File: config.mk
export PLATFORM = sky130hd
export DESIGN_NAME = my_mem_arbiter
export DESIGN_NICKNAME = d
export VERILOG_FILES = /design/src/rtl/my_mem_arb_pkg.sv /design/src/rtl/my_mem_arbiter_rr.sv /design/src/rtl/my_mem_arbiter.sv
export SDC_FILE = /design/constraint.sdc
export NUM_CORES = 1
export LEC_CHECK = 0
export CAP_MARGIN = 15
export CELL_PAD_IN_SITES_DETAIL_PLACEMENT = 0
export CELL_PAD_IN_SITES_GLOBAL_PLACEMENT = 2
export CORE_UTILIZATION = 28
export CTS_BUF_LIST = sky130_fd_sc_hd__clkbuf_2 sky130_fd_sc_hd__clkbuf_4 sky130_fd_sc_hd__clkbuf_8
export DETAILED_ROUTE_END_ITERATION = 10
export PLACE_DENSITY_LB_ADDON = 0.1
export SYNTH_ARGS = -nofsm -noshare
export SYNTH_HDL_FRONTEND = slang
export SYNTH_SLANG_ARGS = --single-unit
File: constraint.sdc
create_clock -name clk -period 9.3 [get_ports clk]
set_input_delay 0.93 -clock clk [delete_from_list [all_inputs] [get_ports clk]]
set_output_delay 0.93 -clock clk [all_outputs]
set_load 0.1 [all_outputs]
File: src/rtl/my_mem_arb_pkg.sv
// Shared types for the my_mem arbiter: FSM state encoding and the latched command record.
// The command fields are sized for the default my_mem geometry. The top-level width parameters must match it.
package my_mem_arb_pkg;

  localparam int CMD_ADDR_W = 16;
  localparam int CMD_DATA_W = 8;
  localparam int CMD_ID_W   = 2;

  typedef enum logic [2:0] {
    IDLE,
    ISSUE_WR,
    ISSUE_RD,
    WAIT,
    RESP
  } state_t;

  typedef struct packed {
    logic                  write;
    logic [CMD_ADDR_W-1:0] addr;
    logic [CMD_DATA_W-1:0] wdata;
    logic [CMD_ID_W-1:0]   id;
  } mem_cmd_t;

endpackage

File: src/rtl/my_mem_arbiter_rr.sv
// Round-robin pick: the first asserted valid at or after ptr, searching circularly.
// Purely combinational. The pointer register lives in the parent.
module rr_arbiter #(
  parameter int NUM_REQ = 4
) (
  input  logic [NUM_REQ-1:0]         valid,
  input  logic [$clog2(NUM_REQ)-1:0] ptr,
  output logic [NUM_REQ-1:0]         grant,
  output logic [$clog2(NUM_REQ)-1:0] grant_idx,
  output logic                       grant_any
);

  localparam int ID_W = $clog2(NUM_REQ);

  logic [ID_W-1:0] cand;

  always_comb begin
    // NOTE: every output gets a default before the search so no latch is inferred.
    grant     = '0;
    grant_idx = '0;
    grant_any = 1'b0;
    cand      = '0;
    // Walk offsets from farthest to nearest so the nearest valid overwrites the rest.
    for (int k = NUM_REQ - 1; k >= 0; k--) begin
      cand = ID_W'((int'(ptr) + k) % NUM_REQ);
      if (valid[cand]) begin
        grant       = '0;
        grant[cand] = 1'b1;
        grant_idx   = cand;
        grant_any   = 1'b1;
      end
    end
  end

endmodule

File: src/rtl/my_mem_arbiter.sv
// Shares one my_mem between NUM_REQ clients. It grants round-robin, issues one strobe per command,
// and returns read data tagged with the id of the requester.
module my_mem_arbiter
  import my_mem_arb_pkg::*;
#(
  parameter int NUM_REQ = 4,
  parameter int ADDR_W  = CMD_ADDR_W,
  parameter int DATA_W  = CMD_DATA_W,
  parameter int RD_LAT  = 1
) (
  input  logic                         clk,
  input  logic                         rst_n,
  input  logic [NUM_REQ-1:0]           req_valid,
  input  logic [NUM_REQ-1:0]           req_write,
  input  logic [NUM_REQ*ADDR_W-1:0]    req_addr,
  input  logic [NUM_REQ*DATA_W-1:0]    req_wdata,
  output logic [NUM_REQ-1:0]           req_ready,
  output logic                         rsp_valid,
  output logic [$clog2(NUM_REQ)-1:0]   rsp_id,
  output logic [DATA_W:0]              rsp_data,
  output logic                         mem_write,
  output logic                         mem_read,
  output logic [ADDR_W-1:0]            mem_address,
  output logic [DATA_W-1:0]            mem_data_in,
  input  logic [DATA_W:0]              mem_data_out
);

  localparam int ID_W  = $clog2(NUM_REQ);
  localparam int CNT_W = (RD_LAT > 1) ? $clog2(RD_LAT) : 1;

  state_t           state_q, state_d;
  logic [ID_W-1:0]  ptr_q;
  mem_cmd_t         cmd_q;
  logic [CNT_W-1:0] wait_cnt_q;
  logic [DATA_W:0]  rsp_data_q;
  logic [ID_W-1:0]  rsp_id_q;

  logic [NUM_REQ-1:0] grant;
  logic [ID_W-1:0]    grant_idx;
  logic               grant_any;

  rr_arbiter #(.NUM_REQ(NUM_REQ)) u_rr (
    .valid     (req_valid),
    .ptr       (ptr_q),
    .grant     (grant),
    .grant_idx (grant_idx),
    .grant_any (grant_any)
  );

  // The WAIT state spans RD_LAT cycles. Its last edge is the one that samples mem_data_out.
  wire wait_done = (state_q == WAIT) && (wait_cnt_q == '0);

  always_comb begin
    state_d     = state_q;
    req_ready   = '0;
    mem_write   = 1'b0;
    mem_read    = 1'b0;
    mem_address = '0;
    mem_data_in = '0;
    unique case (state_q)
      IDLE: begin
        if (grant_any) begin
          req_ready = grant;
          state_d   = req_write[grant_idx] ? ISSUE_WR : ISSUE_RD;
        end
      end
      ISSUE_WR: begin
        // The strobes are keyed off the latched command, so they are exclusive by construction.
        mem_write   = cmd_q.write;
        mem_address = cmd_q.addr;
        mem_data_in = cmd_q.wdata;
        state_d     = IDLE;
      end
      ISSUE_RD: begin
        mem_read    = !cmd_q.write;
        mem_address = cmd_q.addr;
        state_d     = WAIT;
      end
      WAIT:    if (wait_done) state_d = RESP;
      RESP:    state_d = IDLE;
      default: state_d = IDLE;
    endcase
  end

  always_ff @(posedge clk or negedge rst_n) begin
    if (!rst_n) begin
      state_q    <= IDLE;
      ptr_q      <= '0;
      cmd_q      <= '0;
      wait_cnt_q <= '0;
      // NOTE: the response registers are reset so rsp_data/rsp_id read 0 until the first read returns.
      rsp_data_q <= '0;
      rsp_id_q   <= '0;
    end else begin
      // NOTE: sequential state uses non-blocking assignments so every register samples pre-edge values.
      state_q <= state_d;
      if (state_q == IDLE && grant_any) begin
        cmd_q.write <= req_write[grant_idx];
        cmd_q.addr  <= req_addr[grant_idx*ADDR_W +: ADDR_W];
        cmd_q.wdata <= req_wdata[grant_idx*DATA_W +: DATA_W];
        cmd_q.id    <= grant_idx;
        ptr_q       <= (grant_idx == ID_W'(NUM_REQ - 1)) ? '0 : grant_idx + 1'b1;
      end
      if (state_q == ISSUE_RD) begin
        wait_cnt_q <= CNT_W'(RD_LAT - 1);
      end else if (state_q == WAIT && wait_cnt_q != '0) begin
        wait_cnt_q <= wait_cnt_q - 1'b1;
      end
      if (wait_done) begin
        rsp_data_q <= mem_data_out;
        rsp_id_q   <= cmd_q.id;
      end
    end
  end

  assign rsp_valid = (state_q == RESP);
  assign rsp_data  = rsp_data_q;
  assign rsp_id    = rsp_id_q;

endmodule
==> results of run 1 <==
## layout make-up
| class | instances | share of cell area (%) |
|---|---|---|
| clock buffers | 6 | 1.38 |
| multi-input cells | 335 | 45.0 |
| clock inverters | 2 | 0.632 |
| repair buffers | 160 | 28.6 |
| flip-flops and latches | 44 | 19.9 |
| inverters | 8 | 0.542 |
| well taps | 176 | 3.97 |
## metal layers
metal,vias to the layer above,GRT usage (%),part of all wire [%]
li1,1870,-,-
met2,131,28.3,46
met3,8,2.17,5.8
met1,1787,25.9,47
met5,-,0,0
met4,0,4.55,1.2
## path summary, 6_finish.rpt
| kind | from | slack (ns) | to | cells past startpoint |
|---|---|---|---|---|
| setup / recovery | req_valid[3] | 2.80 | req_ready[2] | 7 |
| max in group asynchronous | rst_n | 7.81 | ptr_q[0]$_DFFE_PN0P_ | 1 |
| hold reg to reg | cmd_q[19]$_DFFE_PN0P_ | 0.47 | cmd_q[19]$_DFFE_PN0P_ | 2 |
| min in group asynchronous | rst_n | 0.79 | cmd_q[8]$_DFFE_PN0P_ | 1 |
| hold / removal | cmd_q[19]$_DFFE_PN0P_ | 0.47 | cmd_q[19]$_DFFE_PN0P_ | 2 |
| setup reg to reg | ptr_q[0]$_DFFE_PN0P_ | 4.53 | ptr_q[0]$_DFFE_PN0P_ | 11 |
## cell families (layout without fill, tap and decap cells)
group	Yosys count	count (layout)	synth area share, %
buffers and inverters	49	176	8.66
AOI/OAI and AO/OA	170	170	33.7
adders and majority gates	9	9	2.87
DFF	44	44	28.0
muxes	30	30	9.43
and+or+nand+nor	125	125	17.1
xor gates and xnor gates	1	1	0.223
## stage by stage
step           util (%)  instances  hold WS [ns]  setup slack (ns)  cell area (sq um)
6_report           41.2        731         0.474              2.80               5540
3_5_place_dp       40.4        723         0.460              2.81               5430
3_3_place_gp       40.4        723         0.454              2.92               5430
5_1_grt            41.2        731         0.494              2.53               5540
2_1_floorplan         -        428         0.440              4.20               3930
4_1_cts            41.2        731         0.479              2.80               5540
## worst max-delay path, delay by kind of cell
kind,cells,cell delay [ns]
buf+inv,2,1.85
simple gates,2,1.28
mux,2,1.19
compound gates,1,0.32
## cells in the final DEF (no fill, tap or decap), types with 13 or more instances in the layout
| cell type | synthesis | layout |
|---|---|---|
| a21boi_2 | 13 | 13 |
| o31ai_2 | 13 | 13 |
| dfrtp_1 | 44 | 43 |
| nand2_1 | 28 | 28 |
| nand3_1 | 34 | 34 |
| clkdlybuf4s50_1 | 0 | 155 |
| a21o_1 | 22 | 22 |
| o21ai_0 | 23 | 23 |
| and2_1 | 26 | 26 |
| mux2_2 | 13 | 13 |
| mux2i_1 | 13 | 13 |
| nor2_1 | 14 | 14 |
| a211oi_1 | 18 | 18 |
| a31oi_1 | 25 | 25 |
## state kept, by name, indices dropped and copies added, names as in the netlist
| signal | count |
|---|---|
| ptr_q | 2 |
| rsp_data | 9 |
| rsp_id | 2 |
| cmd_q | 27 |
| state_q | 3 |
| wait_cnt_q | 1 |
==> impl_metrics.py, run 1 <==
metrics = {
    "synthesis": {
        "ys_seq_elements": 44,
        "ys_warn_count": 0,
        "synth_flop_cell": "dfrtp_1",
        "syn-num-nets": 552,
        "ys_seq_area_share_pct": 28.0,
        "synth_top_area_share_pct": 28.0,
        "synth_area_leaders": "dfrtp_1, nand3_1, a21o_1",
        "ys_async_sr_fraction_pct": 100,
        "syn_inst": 428,
        "syn_avg_cell_area_sq_um": 9.18,
        "synth.most_common_cell": "dfrtp_1",
        "synth_top_area_cell": "dfrtp_1",
        "synthTopCellsByCount": "dfrtp_1, nand3_1, nand2_1",
        "ys_types": 58,
        "syn_area_sq_um": 3930,
        "synth_edf_count": 0,
    },
    "floorplan": {
        "dieArea_sq_um": 14500,
        "ios": 157,
        "coreArea_sq_um": 13500,
        "start_util_pct": 29.2,
        "dieHeight_um": 120,
        "die_w_um": 120,
        "rows": 42,
    },
    "cts": {
        "postCtsHoldBufs": 0,
        "cts_setup_buffers": 0,
        "htreeDepth": 2,
        "clockBufferDepth": 2,
        "tritoncts": "done",
        "numCtsBuffers": 5,
        "clkTransAtPathRegs_ns": 0.08,
        "cts_resized": 0,
        "clk_latency_ns": 0.30,
        "cts-root-buf": "clkbuf_8",
        "cts_sinks": 44,
    },
    "timing": {
        "finalSetupTns_ns": 0,
        "fmax_ghz": 0.154,
        "min_period_over_period_pct": 69.9,
        "rsz0062_at_grt": "false",
        "setup_viol": 0,
        "min_period_ns": 6.50,
        "worstMarginPinSlew_ns": 1.06,
        "maxSlewHeadroom_pct": 27.1,
        "report.final.slew_viol_count": 0,
        "skew_ns": 0.00807,
        "hold_viol": 0,
    },
    "layout": {
        "n_fill_cell": 1357,
        "area_growth_pct": 41.1,
        "fin_nets": 678,
        "register_area_sq_um": 1100,
        "antennaDiodeCount": 0,
        "multi_input_area_sq_um": 2490,
        "layout-drive-gt1-share_pct": 12.6,
    },
    "worst_setup_path": {
        "critPathMaxStageDelay_ns": 1.17,
        "worstPathRequired_ns": 8.37,
        "worstSetupEndpointType": "output pin",
        "arrival_ns": 5.57,
        "crit_top_cell": "clkdlybuf4s50_1",
        "path_max_fanout": 45,
        "crit_type": "in2out",
        "start_kind": "input pin",
        "worst_path_max_delay_cell": "clkdlybuf4s50_1",
        "critical_path.cell_chain": "clkdlybuf4s50_1 > mux2i_4 > mux2i_1 > nor4_1 > or4_2 > a21oi_1 > clkdlybuf4s50_1",
    },
    "global_routing": {
        "grtUsageTotal_pct": 18.0,
        "grt.overflow.total": 0,
        "grt_antenna_before_repair": 0,
        "grt_max_degree": 66,
        "grt_pass1_wl_um": 20100,
        "grt_pass1_vias": 3644,
    },
    "route": {
        "firstDrtPassIters": 4,
        "drt-total-wl_um": 13100,
        "drc": 0,
        "num_vias": 3796,
        "vias_per_cell": 5.19,
        "wl_per_cell_um": 17.9,
        "ant_nets": 0,
        "drtIter0Drc": 236,
    },
    "placement": {
        "io_buffers": 156,
        "hpwl_um": 9700,
        "finalWeightedCongestion": 0.765,
    },
    "worst_hold_path": {
        "min_path_type": "reg2reg",
    },
    "status": {
        "status": "finished clean",
    },
    "run": {
        "drv_cap": 0,
    },
}
Power of run 1 is not shown: default switching activity piles up to over one toggle a cycle in this logic, so the estimate is an artifact.
==> inputs of run 2 (changes only) <==
--- a/config.mk
+++ b/config.mk
@@ -8,7 +8,7 @@
 export CAP_MARGIN = 15
 export CELL_PAD_IN_SITES_DETAIL_PLACEMENT = 0
 export CELL_PAD_IN_SITES_GLOBAL_PLACEMENT = 2
-export CORE_UTILIZATION = 28
+export CORE_UTILIZATION = 26
 export CTS_BUF_LIST = sky130_fd_sc_hd__clkbuf_2 sky130_fd_sc_hd__clkbuf_4 sky130_fd_sc_hd__clkbuf_8
 export DETAILED_ROUTE_END_ITERATION = 10
 export PLACE_DENSITY_LB_ADDON = 0.1
==> constraint.sdc (replaced) <==
create_clock -name clk -period 6.15 [get_ports clk]
set_input_delay 0.615 -clock clk [delete_from_list [all_inputs] [get_ports clk]]
set_output_delay 0.615 -clock clk [all_outputs]
set_load 0.1 [all_outputs]
==> run 2 against run 1 <==
- the run now ends with design-rule violations left
- count of clock-buffer cells in the layout down 1
- die area up 7.6%
- cell count up 1.2%
- final area up 0.81%
- via count up 1.3%
==> impl_metrics.py, run 2 (synthesis results as in run 1) <==
metrics = {
    "timing": {
        "hold_viol": 0,
        "fmax_ghz": 0.201,
        "rsz0062_at_grt": "false",
        "worstMarginPinSlew_ns": 1.06,
        "maxSlewHeadroom_pct": 27.4,
        "min_period_over_period_pct": 80.9,
        "skew_ns": 0.0122,
        "min_period_ns": 4.97,
        "finalSetupTns_ns": 0,
        "setup_viol": 0,
        "report.final.slew_viol_count": 0,
    },
    "layout": {
        "final_cell_mix": "clkdlybuf4s50_1, dfrtp_1, nand3_1",
        "multi_input_area_sq_um": 2490,
        "final_common_cell": "clkdlybuf4s50_1",
        "largest_reg_flops": 27,
        "register_area_sq_um": 1100,
        "area_growth_pct": 42.3,
        "antennaDiodeCount": 0,
        "n_fill_cell": 1499,
        "layout-drive-gt1-share_pct": 13.5,
        "top_register": "cmd_q",
        "fin_nets": 680,
    },
    "global_routing": {
        "grtUsageTotal_pct": 17.1,
        "grt_max_degree": 65,
        "grt_antenna_before_repair": 0,
        "grt.overflow.total": 0,
        "grt_pass1_wl_um": 21000,
        "grt_pass1_vias": 3627,
    },
    "placement": {
        "io_buffers": 156,
        "finalWeightedCongestion": 0.755,
        "hpwl_um": 10000,
    },
    "cts": {
        "cts-root-buf": "clkbuf_8",
        "tritoncts": "done",
        "htreeDepth": 2,
        "cts_sinks": 44,
        "cts_setup_buffers": 0,
        "clk_latency_ns": 0.30,
        "clockBufferDepth": 2,
        "postCtsHoldBufs": 0,
        "cts_resized": 0,
        "numCtsBuffers": 5,
        "clkTransAtPathRegs_ns": 0.09,
    },
    "route": {
        "drc": 22,
        "ant_nets": 0,
        "num_vias": 3844,
        "vias_per_cell": 5.19,
        "drt-total-wl_um": 13500,
        "firstDrtPassIters": 8,
        "wl_per_cell_um": 18.3,
        "drtIter0Drc": 176,
    },
    "floorplan": {
        "die_w_um": 125,
        "rows": 44,
        "start_util_pct": 26.8,
        "dieHeight_um": 125,
        "dieArea_sq_um": 15600,
        "ios": 157,
        "coreArea_sq_um": 14600,
    },
    "worst_setup_path": {
        "arrival_ns": 4.36,
        "crit_type": "in2out",
        "critPathMaxStageDelay_ns": 1.06,
        "worstPathRequired_ns": 5.53,
        "worst_path_max_delay_cell": "or4_2",
        "worstSetupEndpointType": "output pin",
        "path_max_fanout": 45,
        "worst-path-buf-inv": 2,
        "start_kind": "input pin",
        "critical_path.cell_chain": "clkdlybuf4s50_1 > mux2i_4 > mux2i_1 > nor4_1 > or4_2 > a21oi_1 > buf_4",
        "path_delay_family": "simple AND/OR/NAND/NOR gates",
    },
    "status": {
        "status": "finished with violations",
        "violations": "design-rule violations",
    },
    "run": {
        "drv_cap": 0,
    },
    "worst_hold_path": {
        "min_path_type": "in2async",
    },
}
run 2: cell types whose count changed in the layout (fill, tap and decap cells not counted), sizes merged:
cell           change
buf                +6
bufinv             +1
clkbuf             -1
clkdlybuf4s50      -4
clkinv             -1
run 2: per-stage QoR:
stage / cells / hold slack, ns / util, % / worst slack, ns / area [sq um]
after floorplan: 428 / 0.319 / - / 1.36 / 3930
after global placement: 732 / 0.454 / 37.1 / 1.24 / 5440
after detailed placement: 732 / 0.464 / 37.1 / 1.11 / 5440
after CTS: 739 / 0.484 / 38.0 / 1.12 / 5570
after global routing: 740 / 0.229 / 38.2 / 0.823 / 5590
final: 740 / 0.218 / 38.2 / 1.18 / 5590
run 2: worst paths after layout:
check	startpoint	to	slack, ns	cells after the start
worst max-delay path	req_valid[3]	req_ready[0]	1.18	7
worst min-delay path	rst_n	cmd_q[8]$_DFFE_PN0P_	0.22	1
worst max register to register	ptr_q[1]$_DFFE_PN0P_	ptr_q[0]$_DFFE_PN0P_	1.73	10
worst min register to register	cmd_q[7]$_DFFE_PN0P_	cmd_q[7]$_DFFE_PN0P_	0.48	2
max in group asynchronous	rst_n	cmd_q[7]$_DFFE_PN0P_	5.44	2
min in group clk	cmd_q[7]$_DFFE_PN0P_	cmd_q[7]$_DFFE_PN0P_	0.48	2
run 2: routing by layer:
metal  up-vias  track usage, %  share of wire, %
met5         -               0                 0
met4         0            2.94              0.81
met3         7            2.19               4.6
met2       116            27.4                46
met1      1848            24.7                49
li1       1873               -                 -
run 2: cell type report:
type / instances / share of cell area, %
Timing Repair Buffer: 162 / 28.7
Sequential cell: 44 / 19.7
Clock buffer: 5 / 1.23
Inverter: 8 / 0.537
Multi-Input combinational cell: 335 / 44.6
Clock inverter: 2 / 1.07
Tap cell: 184 / 4.12
Power of run 2 is left out for the same reason.
==> inputs of run 3 (changes only) <==
--- a/config.mk
+++ b/config.mk
@@ -8,7 +8,7 @@
 export CAP_MARGIN = 15
 export CELL_PAD_IN_SITES_DETAIL_PLACEMENT = 0
 export CELL_PAD_IN_SITES_GLOBAL_PLACEMENT = 2
-export CORE_UTILIZATION = 26
+export CORE_UTILIZATION = 23
 export CTS_BUF_LIST = sky130_fd_sc_hd__clkbuf_2 sky130_fd_sc_hd__clkbuf_4 sky130_fd_sc_hd__clkbuf_8
 export DETAILED_ROUTE_END_ITERATION = 10
 export PLACE_DENSITY_LB_ADDON = 0.1
==> constraint.sdc (replaced) <==
create_clock -name clk -period 4.5 [get_ports clk]
set_input_delay 0.45 -clock clk [delete_from_list [all_inputs] [get_ports clk]]
set_output_delay 0.45 -clock clk [all_outputs]
set_load 0.1 [all_outputs]
==> run 3 against run 2 <==
- the run now ends clean
- non-clock buffer count increased by 6
- critical path depth unchanged
- wire length up 4.2%
- global-route usage shrank 0.98 points
- largest cell class unchanged
- sequential share of layout area decreased by 0.31 points
- cell count grew 5.8%
- sequential cell count stayed put
==> impl_metrics.py, run 3 (synthesis results as in run 1) <==
metrics = {
    "status": {
        "status": "finished clean",
    },
    "worst_setup_path": {
        "reg2reg_slack_ns": 0.77,
        "worstSetupEndpointType": "output pin",
        "worst_path_max_delay_cell": "mux4_2",
        "critical_path.cell_chain": "inv_1 > ha_1 > mux4_2 > nor4_1 > or4_2 > a21oi_1 > buf_12",
        "cp.depth": 7,
        "path_delay_family": "simple AND/OR/NAND/NOR gates",
        "critPathMaxStageDelay_ns": 0.68,
        "arrival_ns": 3.65,
        "worstPathRequired_ns": 4.05,
        "start_kind": "register",
        "path_max_fanout": 19,
        "worst-path-buf-inv": 2,
        "r2r_cells": 8,
        "crit_type": "reg2out",
    },
    "timing": {
        "maxSlewHeadroom_pct": 25.3,
        "min_period_over_period_pct": 91.2,
        "report.final.slew_viol_count": 0,
        "setup_viol": 0,
        "min_period_ns": 4.10,
        "fmax_ghz": 0.244,
        "hold_viol": 0,
        "rsz0062_at_grt": "false",
        "skew_ns": 0.00479,
        "fin_hold_ws_ns": 0.235,
        "worstMarginPinSlew_ns": 1.11,
    },
    "floorplan": {
        "dieHeight_um": 133,
        "die_w_um": 133,
        "dieArea_sq_um": 17600,
        "rows": 47,
        "start_util_pct": 23.6,
        "coreArea_sq_um": 16600,
        "ios": 157,
    },
    "route": {
        "firstDrtPassIters": 4,
        "drc": 0,
        "drtIter0Drc": 163,
        "route.met2.wl_um": 6300,
        "wl_per_cell_um": 18.0,
        "ant_nets": 0,
        "met1_length_um": 7100,
        "vias_per_cell": 4.94,
        "drt-total-wl_um": 14100,
        "dr_wl_met3_um": 569,
        "top_layer": "met4",
        "num_vias": 3867,
    },
    "layout": {
        "top_register": "cmd_q",
        "multi_input_area_sq_um": 2490,
        "antennaDiodeCount": 0,
        "layout-drive-gt1-share_pct": 15.8,
        "n_fill_cell": 1720,
        "final_common_cell": "clkdlybuf4s50_1",
        "fin_nets": 686,
        "largest_reg_flops": 27,
        "register_area_sq_um": 1100,
        "finalNonFillerCells": 783,
        "final_cell_mix": "clkdlybuf4s50_1, dfrtp_1, nand3_1",
        "area_growth_pct": 44.7,
    },
    "placement": {
        "finalWeightedCongestion": 0.772,
        "dp_cells": 775,
        "io_buffers": 156,
        "hpwl_um": 10800,
    },
    "cts": {
        "tritoncts": "done",
        "postCtsHoldBufs": 0,
        "clkTransAtPathRegs_ns": 0.09,
        "htreeDepth": 2,
        "clk_latency_ns": 0.30,
        "cts-root-buf": "clkbuf_8",
        "cts_sinks": 44,
        "clockBufferDepth": 2,
        "cts_setup_buffers": 0,
        "numCtsBuffers": 5,
    },
    "global_routing": {
        "grt.overflow.total": 0,
        "grt_pass1_vias": 3885,
        "grtUsageTotal_pct": 16.1,
        "grt_pass1_wl_um": 22200,
        "grt_antenna_before_repair": 0,
        "grt_max_degree": 48,
    },
    "run": {
        "drv_cap": 0,
    },
    "worst_hold_path": {
        "min_path_type": "in2async",
    },
}
## run 3: cell types whose count changed in the layout (fill, tap and decap cells not counted)
cell,previous run,this run
buf_12,1,4
clkinv_2,0,1
dfrtp_2,1,2
clkbuf_4,0,1
clkdlybuf4s50_1,151,145
dfrtp_1,43,42
buf_4,9,18
bufinv_16,2,1
## run 3: through the flow
| step | worst slack [ns] | TNS (ns) | area, sq um | util (%) |
|---|---|---|---|---|
| after global placement | 0.719 | 0 | 5570 | 33.5 |
| after floorplan | -0.125 | -0.500 | 3930 | - |
| after detailed placement | 0.514 | 0 | 5570 | 33.5 |
| final | 0.395 | 0 | 5690 | 34.2 |
| after global routing | 0.0858 | 0 | 5690 | 34.2 |
| after CTS | 0.165 | 0 | 5680 | 34.2 |
## run 3: final timing paths
path / startpoint / end
min in group clk: cmd_q[4]$_DFFE_PN0P_ / cmd_q[4]$_DFFE_PN0P_
hold / removal: rst_n / cmd_q[8]$_DFFE_PN0P_
setup reg to reg: ptr_q[0]$_DFFE_PN0P_ / cmd_q[16]$_DFFE_PN0P_
setup / recovery: ptr_q[0]$_DFFE_PN0P_ / req_ready[3]
max in group asynchronous: rst_n / ptr_q[0]$_DFFE_PN0P_
hold reg to reg: cmd_q[4]$_DFFE_PN0P_ / cmd_q[4]$_DFFE_PN0P_
## run 3: layout make-up
cell class	instances	share of cell area (%)
clock inverter	2	0.616
inverter	8	0.528
clock buffer	6	1.34
timing repair buffer	168	29.4
multi-input combinational	335	43.9
sequential	44	19.4
tap	220	4.84
## run 3: repair_timing
| item | CTS | global route |
|---|---|---|
| resized for setup | 0 | 1 |
| endpoints found under the setup margin | 0 | 4 |
| hold endpoints to repair | 0 | 0 |
## run 3: layer usage
| layer | vias to the layer above | global-route usage, % |
|---|---|---|
| met5 | - | 0 |
| met4 | 0 | 2.55 |
| met3 | 7 | 2.03 |
| met2 | 118 | 25.8 |
| met1 | 1859 | 23.4 |
| li1 | 1883 | - |
Power of run 3 is left out for the same reason.
